`src/rtl/sc_pkg.sv`:
```
// rtl/sc_pkg.sv - shared types and arithmetic helpers for the stochastic-to-binary converter
//
// Purpose: FSM state encoding, window-length helper and the unsigned/signed
// saturation helpers used by every channel's result path.
// Ports: none (package).

package sc_pkg;

  typedef enum logic {
    ACCUM = 1'b0,
    HOLD  = 1'b1
  } sc_state_e;

  // Number of input bits per window.
  function automatic int unsigned sc_window(input int unsigned len);
    return 32'd1 << len;
  endfunction

  // Clamp an unsigned value to the largest w-bit unsigned number.
  function automatic logic [63:0] sc_sat_u(input logic [63:0] v, input int unsigned w);
    logic [63:0] max_v;
    max_v = (64'd1 << w) - 64'd1;
    return (v > max_v) ? max_v : v;
  endfunction

  // Clamp a signed value to the w-bit two's complement range.
  function automatic logic signed [63:0] sc_sat_s(input logic signed [63:0] v, input int unsigned w);
    logic signed [63:0] max_v;
    logic signed [63:0] min_v;
    max_v = (64'sd1 <<< (w - 1)) - 64'sd1;
    min_v = -(64'sd1 <<< (w - 1));
    if (v > max_v) begin
      return max_v;
    end else if (v < min_v) begin
      return min_v;
    end
    return v;
  endfunction

endpackage

```
`src/rtl/sc_ones_counter.sv`:
```
// rtl/sc_ones_counter.sv - per-channel ones counter with scale/shift/saturate result path
//
// Purpose: counts ones of one stochastic channel over a window and produces the
// scaled binary result from the count including the current bit, so the top
// can register it on the final bit cycle.
// Build option: SC_TO_BINARY_BIPOLAR_EN selects bipolar (signed) encoding;
// undefined gives unipolar (unsigned).
// Ports:
//   clk, rst  - clock, asynchronous active-high reset
//   clr       - clear the count (final bit of the window)
//   inc       - bit accepted this cycle
//   bit_in    - stochastic bit of this channel
//   scale     - full-scale value
//   res       - result computed from count + bit_in (combinational)

module sc_ones_counter
  import sc_pkg::*;
#(
  parameter int LEN     = 4,
  parameter int SCALE_W = 8,
  parameter int OUT_W   = 8
) (
  input  logic               clk,
  input  logic               rst,
  input  logic               clr,
  input  logic               inc,
  input  logic               bit_in,
  input  logic [SCALE_W-1:0] scale,
  output logic [OUT_W-1:0]   res
);

  logic [LEN:0] ones_q;
  logic [LEN:0] ones_d;
  logic [LEN:0] tot;

  // tot is the count as it stands after this cycle's bit; on the final bit it
  // can reach 2**LEN, which is why the counter is one bit wider than LEN.
  always_comb begin
    tot    = ones_q + (LEN + 1)'(bit_in);
    ones_d = ones_q;
    if (clr) begin
      ones_d = '0;
    end else if (inc) begin
      ones_d = tot;
    end
  end

  always_ff @(posedge clk or posedge rst) begin
    if (rst) begin
      ones_q <= '0;
    end else begin
      ones_q <= ones_d;
    end
  end

`ifdef SC_TO_BINARY_BIPOLAR_EN
  logic signed [63:0] tot_s;
  logic signed [63:0] scale_s;
  logic signed [63:0] prod_s;

  // (2*ones - 2**LEN) maps the count onto -2**LEN..+2**LEN; the arithmetic
  // shift then rounds toward minus infinity.
  always_comb begin
    tot_s   = signed'(64'(tot));
    scale_s = signed'(64'(scale));
    prod_s  = ((tot_s <<< 1) - (64'sd1 <<< LEN)) * scale_s;
    res     = OUT_W'(sc_sat_s(prod_s >>> LEN, OUT_W));
  end
`else
  logic [63:0] prod_u;

  always_comb begin
    prod_u = 64'(tot) * 64'(scale);
    res    = OUT_W'(sc_sat_u(prod_u >> LEN, OUT_W));
  end
`endif

endmodule

```
`src/rtl/sc_to_binary_nch.sv`:
```
// rtl/sc_to_binary_nch.sv - multi-channel stochastic-to-binary converter top
//
// Purpose: accepts one bit per channel per handshake, counts ones over a
// window of 2**LEN accepted bits, then presents scaled results and holds them
// until the consumer accepts.
// Build option: SC_TO_BINARY_BIPOLAR_EN selects bipolar two's complement results.
// Ports:
//   clk, rst             - clock, asynchronous active-high reset
//   scale                - full-scale value, sampled on the final bit cycle
//   in_valid/in_ready    - input handshake, in_bits[c] is channel c
//   out_valid/out_ready  - output handshake
//   out_data             - channel c result at [c*OUT_W +: OUT_W]
//   win_cnt              - bits accepted so far in the current window

module sc_to_binary_nch
  import sc_pkg::*;
#(
  parameter int LEN     = 4,
  parameter int N_CH    = 1,
  parameter int SCALE_W = 8,
  parameter int OUT_W   = 8
) (
  input  logic                  clk,
  input  logic                  rst,
  input  logic [SCALE_W-1:0]    scale,
  input  logic                  in_valid,
  output logic                  in_ready,
  input  logic [N_CH-1:0]       in_bits,
  output logic                  out_valid,
  input  logic                  out_ready,
  output logic [N_CH*OUT_W-1:0] out_data,
  output logic [LEN-1:0]        win_cnt
);

  localparam logic [LEN-1:0] WIN_LAST = LEN'(sc_window(LEN) - 1);
  localparam logic [LEN-1:0] CNT_ONE  = LEN'(1);

  sc_state_e             state_q, state_d;
  logic [LEN-1:0]        win_cnt_q, win_cnt_d;
  logic                  out_valid_q, out_valid_d;
  logic [N_CH*OUT_W-1:0] out_data_q, out_data_d;
  logic [N_CH*OUT_W-1:0] ch_res;
  logic                  accept;
  logic                  last_bit;

  assign in_ready  = (state_q == ACCUM);
  assign accept    = in_valid && in_ready;
  assign last_bit  = accept && (win_cnt_q == WIN_LAST);
  assign out_valid = out_valid_q;
  assign out_data  = out_data_q;
  assign win_cnt   = win_cnt_q;

  for (genvar c = 0; c < N_CH; c++) begin : g_ch
    sc_ones_counter #(
      .LEN     (LEN),
      .SCALE_W (SCALE_W),
      .OUT_W   (OUT_W)
    ) u_cnt (
      .clk    (clk),
      .rst    (rst),
      .clr    (last_bit),
      .inc    (accept),
      .bit_in (in_bits[c]),
      .scale  (scale),
      .res    (ch_res[c*OUT_W +: OUT_W])
    );
  end

  always_comb begin
    state_d     = state_q;
    win_cnt_d   = win_cnt_q;
    out_valid_d = out_valid_q;
    out_data_d  = out_data_q;
    case (state_q)
      ACCUM: begin
        if (accept) begin
          // Wraps to zero naturally on the final bit.
          win_cnt_d = win_cnt_q + CNT_ONE;
        end
        if (last_bit) begin
          out_data_d  = ch_res;
          out_valid_d = 1'b1;
          state_d     = HOLD;
        end
      end
      HOLD: begin
        if (out_valid_q && out_ready) begin
          out_valid_d = 1'b0;
          state_d     = ACCUM;
        end
      end
      default: begin
        state_d = ACCUM;
      end
    endcase
  end

  always_ff @(posedge clk or posedge rst) begin
    if (rst) begin
      state_q     <= ACCUM;
      win_cnt_q   <= '0;
      out_valid_q <= 1'b0;
      out_data_q  <= '0;
    end else begin
      state_q     <= state_d;
      win_cnt_q   <= win_cnt_d;
      out_valid_q <= out_valid_d;
      out_data_q  <= out_data_d;
    end
  end

endmodule

```
`config.mk`:
```
export PLATFORM = sky130hd
export DESIGN_NAME = sc_to_binary_nch
export DESIGN_NICKNAME = d
export VERILOG_FILES = /design/src/rtl/sc_pkg.sv /design/src/rtl/sc_ones_counter.sv /design/src/rtl/sc_to_binary_nch.sv
export SDC_FILE = /design/constraint.sdc
export NUM_CORES = 1
export LEC_CHECK = 0
export CAP_MARGIN = 20
export CORE_MARGIN = 1
export CORE_UTILIZATION = 55
export CTS_CLUSTER_DIAMETER = 150
export CTS_CLUSTER_SIZE = 30
export DETAILED_ROUTE_END_ITERATION = 12
export PLACE_DENSITY = 0.8
export SETUP_SLACK_MARGIN = 0.15
export SLEW_MARGIN = 20
export SYNTH_ARGS = -nofsm -noshare
export SYNTH_HDL_FRONTEND = slang
export SYNTH_SLANG_ARGS = --single-unit
```
`constraint.sdc`:
```
create_clock -name clk -period 8.6 [get_ports clk]
set_input_delay 2.15 -clock clk [delete_from_list [all_inputs] [get_ports clk]]
set_output_delay 2.15 -clock clk [all_outputs]
set_load 0.03 [all_outputs]
```
; Word-level counts from Yosys, hierarchy flattened
; Cells that the tools add are included.
; W data, S select, Z words.
[totals]
regBits = 19
output_inout_bits = 14
wordCells = 29
[classes]
addsub = 2
mul = 1
magnitude_cmp = 1
n_eq_ne = 3
muxes = 9
n_bitwise = 1
reduce_logical = 7
[ops]
columns = cell, count
row1 = $mul A5 B8 Y13, 1
row2 = $mux W5, 2
row3 = $gt A9 B8 Y1 const B, 1
row4 = $mux W8, 1
row5 = $reduce_and A2 Y1, 3
row6 = $add A5 B1 Y5, 1
row7 = $add A4 B1 Y4 const B, 1
row8 = $eq A4 B4 Y1 const B, 1
row9 = $mux W1, 4
row10 = $ne A2 B1 Y1 const B, 2
row11 = $pmux W1 S2, 2
row12 = $logic_and A1 B1 Y1, 3
row13 = $reduce_bool A2 Y1, 1
row14 = $not A1 Y1, 1

; Longest topological paths before layout
[logic_depth]
ltp_word = 5
ltp_mapped = 18
depth_no_buf = 18

; Cells and area by module
; From an unflattened synthesis, not the netlist that was laid out.
[hier_totals]
hier_cells = 213
area_unflattened_um2 = 2115.8
[by_module_without_submodules]
columns = module, instances, cells_each, area_each_um2, seq_area_each_um2
row1 = sc_ones_counter, 1, 174, 1516.5, 125.1
row2 = sc_to_binary_nch, 1, 39, 599.3, 350.3

; Worst setup path after synthesis
; No wires, ideal clock.
[synth_timing]
path_kind = input -> register
from = input in_bits
to = register out_data_q[0], in the netlist out_data[0]
t_arrival_ps = 6377
t_required_ps = 8535
path_slack_ps = 2158
cell_stages = 17
n_path_buf = 0
path_cell_list = ha_1 -> ha_1 -> nand3_1 -> xor2_1 -> nor2b_1 -> fa_1 -> fa_1 -> inv_1 -> fa_1 -> inv_1 -> ha_1 -> nand2_1 -> nor3_4 -> o2111ai_2 -> a31oi_2 -> mux2i_2 -> o22a_1
[synth_between]
elab_chain_len = 4
[synth_rtl]
columns = element, line_no
row1 = "start, declared", sc_to_binary_nch.sv:28  ; input logic [N_CH-1:0] in_bits,
row2 = $add A5 B1 Y5 *, sc_ones_counter.sv:39  ; tot = ones_q + (LEN + 1)'(bit_in);
row3 = $mul A5 B8 Y13 *, sc_ones_counter.sv:73  ; prod_u = 64'(tot) * 64'(scale);
row4 = $gt A9 B8 Y1, sc_pkg.sv:23  ; return (v > max_v) ? max_v : v;
row5 = $mux W8 *, sc_pkg.sv:23
row6 = "end signal, assigned", sc_to_binary_nch.sv:108  ; out_data_q <= out_data_d;
row7 = "end, declared", sc_to_binary_nch.sv:41  ; logic [N_CH*OUT_W-1:0] out_data_q, out_data_d;
; Mark *: on every way between the ends. The rest lies on a longest branch, timed or not.
; A chain may end at the register's enable or synchronous reset.

; Worst setup path in the final report
[layout_timing]
from = input in_bits
to = register out_data_q[2], in the netlist out_data[2]
; The elaborated chain is that of the path after synthesis.

==> results.py <==
metrics = {
    "clock_network": {
        "cts_buffers": 3,
        "post_cts_resize_count": 0,
        "cts_buffer_depth": 2,
        "cts.clk_slew.worst_paths_ps": 110,
        "clkLatencyLatePin_ps": 290,
        "cts_tree": "yes",
        "cts_max_level": 1,
        "post_cts_buffers": 0,
        "cts_hold_buf": 0,
        "root_buffer": "clkbuf_4",
        "clock-sinks": 19,
    },
    "placed_design": {
        "port_buffers": 26,
        "pre_cts_ws_ps": 1250,
        "gp_congestion": 0.786,
        "placed_area_sq_mm": 0.00228,
        "dp.cells": 279,
        "hpwl_mm": 3.11,
    },
    "routing": {
        "firstDrtPassIters": 4,
        "wirelength_mm": 3.86,
        "drc_errors": 0,
        "vias": 1482,
        "vias_per_cell": 5.24,
        "dr.first_iter.drc_count": 47,
        "wl_per_cell_um": 13.6,
        "antenna_left": 0,
    },
    "floorplanning": {
        "core_area_sq_mm": 0.00339,
        "die_width_um": 62.0,
        "die_h_um": 62.0,
        "rows": 21,
        "pin_count": 27,
        "dieArea_sq_mm": 0.00384,
        "start_util": 0.584,
    },
    "power": {
        "cellLeakagePower_nw": 1.17,
        "power_density_mw_per_mm2": 398,
        "peakVddDrop_mv": 0.244,
        "p_total_mw": 0.919,
    },
    "worst_setup_path": {
        "setup.worst_path.end_class": "flop",
        "timing.rr.end": "out_data[2]",
        "crit_fanout": 9,
        "required_ps": 8830,
        "cp-startpoint": "in_bits",
        "ff2ff_path_depth": 17,
        "start_kind": "primary input",
        "critPathKind": "in2reg",
        "arrival_ps": 7280,
        "regToRegSetupSlack_ps": 3430,
        "reg2reg_from": "g_ch[0].u_cnt.ones_q[0]",
    },
    "timing": {
        "fin_skew_ps": 7.55,
        "slew_viol_final": 0,
        "finalHoldViolations": 0,
        "tightest_slew_ps": 757,
        "finalSetupTns_ps": 0,
        "relSlewSlack": 0.494,
        "fin_crit_ps": 7050,
        "setup_viol": 0,
        "fmax_mhz": 142,
        "timing.final.ws_setup_ps": 1550,
        "period_share": 0.820,
        "rsz0062_at_grt": "false",
    },
    "synthesis": {
        "synthFlopType": "dfrtp_1",
        "ys_seq_area_frac": 0.240,
        "synthTopCellsByArea": "dfrtp_1 24%, fa_1 17%, ha_1 14%",
        "synth_compound_area_frac": 0.0936,
        "synth_cells": 209,
        "synth_most_common_cell": "nand2_1",
        "yosys.area.top_type": "dfrtp_1",
        "yosysTopAreaCellShare": 0.240,
        "synth_xor_area_frac": 0.0576,
        "ys_top_cells_by_count": "30 x nand2_1, 24 x inv_1, 22 x ha_1",
        "synth_edf_count": 0,
        "synthMuxAreaShare": 0.00696,
        "ys_seq_elements": 19,
        "synth_area_sq_mm": 0.00198,
        "synthArstFlopShare": 1.00,
        "synth_cell_type_count": 34,
        "synth_warnings": 0,
        "yosys.area_share.simple": 0.237,
        "synth_nets": 261,
        "avgSynthCellArea_sq_um": 9.46,
        "synth_fa_ha_area_frac": 0.311,
        "synth_top_family_by_area": "adder cells",
    },
    "global_routing": {
        "grt_pass1_vias": 1516,
        "antenna_found_initial": 0,
        "grt.total_usage": 0.239,
        "grt_pass1_wl_mm": 6.65,
        "grt-ovfl-total": 0,
        "grt_max_degree": 20,
    },
    "worst_hold_path": {
        "hold_path_class": "reg2reg",
        "holdPathStages": 2,
        "whs_endpoint": "g_ch[0].u_cnt.ones_q[0]",
        "hold_path_startpoint": "g_ch[0].u_cnt.ones_q[0]",
    },
    "final_layout": {
        "finalNonFillerCells": 283,
        "antennaDiodeCount": 0,
        "fin_nets": 290,
        "drive_gt1_frac": 0.0591,
        "areaGrowthSynthToFinish_pct": 16.6,
        "design_area_sq_mm": 0.00231,
    },
    "outcome": {
        "outcome": "complete, no violations",
    },
    "job": {
        "drv_cap": 0,
    },
}
[area by class of cell]
type,instances,area [sq um]
Clock buffer,4,26.3
Inverter,24,90.1
Timing Repair Buffer,26,260
Fill cell,290,1080
Multi-Input combinational cell,164,1400
Sequential cell,19,475
Tap cell,46,57.6
[per-layer routing]
metal	wire (um)	part of all wire	track usage	vias to the layer above
met1	1830	0.47	0.315	709
met3	155	0.040	0.0455	2
li1	-	-	-	741
met2	1860	0.48	0.397	30
met5	0	0	0	-
met4	18	0.0047	0.0794	0
[flip-flops by register name (all words and copies together) (netlist names)]
register           count
win_cnt                4
out_data               8
state_q                1
g_ch.u_cnt.ones_q      5
out_valid              1
[worst max-delay path, stage by stage]
cell and delay [ps]:
clkdlybuf4s50_1 400, ha_1 210, ha_1 230, nand3_1 110, xor2_1 520, nor2b_1 150
fa_1 530, fa_1 550, inv_1 50, fa_1 530, inv_1 40, ha_1 340
nand2_1 110, nor3_4 230, o2111ai_2 190, a31oi_2 240, mux2i_2 470, o22a_1 220
[cells in the final DEF (no fill, tap or decap), drive strengths merged, types with 2 or more instances in the layout]
master and n:
o21ai 5, dfrtp 19, a21oi 4, xnor2 5, nor3 2, nor2b 13, a21o 2, xor2 8
nand2b 4, clkdlybuf4s50 26, a31oi 3, fa 17, ha 22, and2 15, clkbuf 4, o22a 8
nand2 31, inv 24, nor2 9, nand3 5, nand4 3
[through the flow]
step / hold WS, ps / utilization
after floorplan: 443 / -
after global placement: 459 / 0.673
after detailed placement: 465 / 0.673
after CTS: 489 / 0.680
after global routing: 524 / 0.680
final: 491 / 0.680
[logic make-up (layout without fill, tap and decap cells)]
logic type               after synthesis  in the layout
AND/OR/NAND/NOR                       86             86
adder cells (fa/ha/maj)               39             39
buffers and inverters                 26             54
AO/OA/AOI/OAI                         25             25
flip-flops                            19             19
XOR/XNOR                              13             13
multiplexers                           1              1
[worst max path at each step]
stage                     slack, ps           to  cells after the start
final                          1550  out_data[2]                     18
after global routing           1200  out_data[7]                     18
after CTS                      1560  out_data[2]                     18
after detailed placement       1250  out_data[2]                     18
after global placement         1390  out_data[0]                     18
after floorplan                2160  out_data[0]                     17
[where the power goes]
group	internal, mW	total (mW)	switching (mW)
sequential	0.131	0.166	0.0349
clock	0.0180	0.0444	0.0264
combinational	0.305	0.709	0.403
total	0.454	0.919	0.465
No activity file was read; power rests on OpenSTA's default activity.
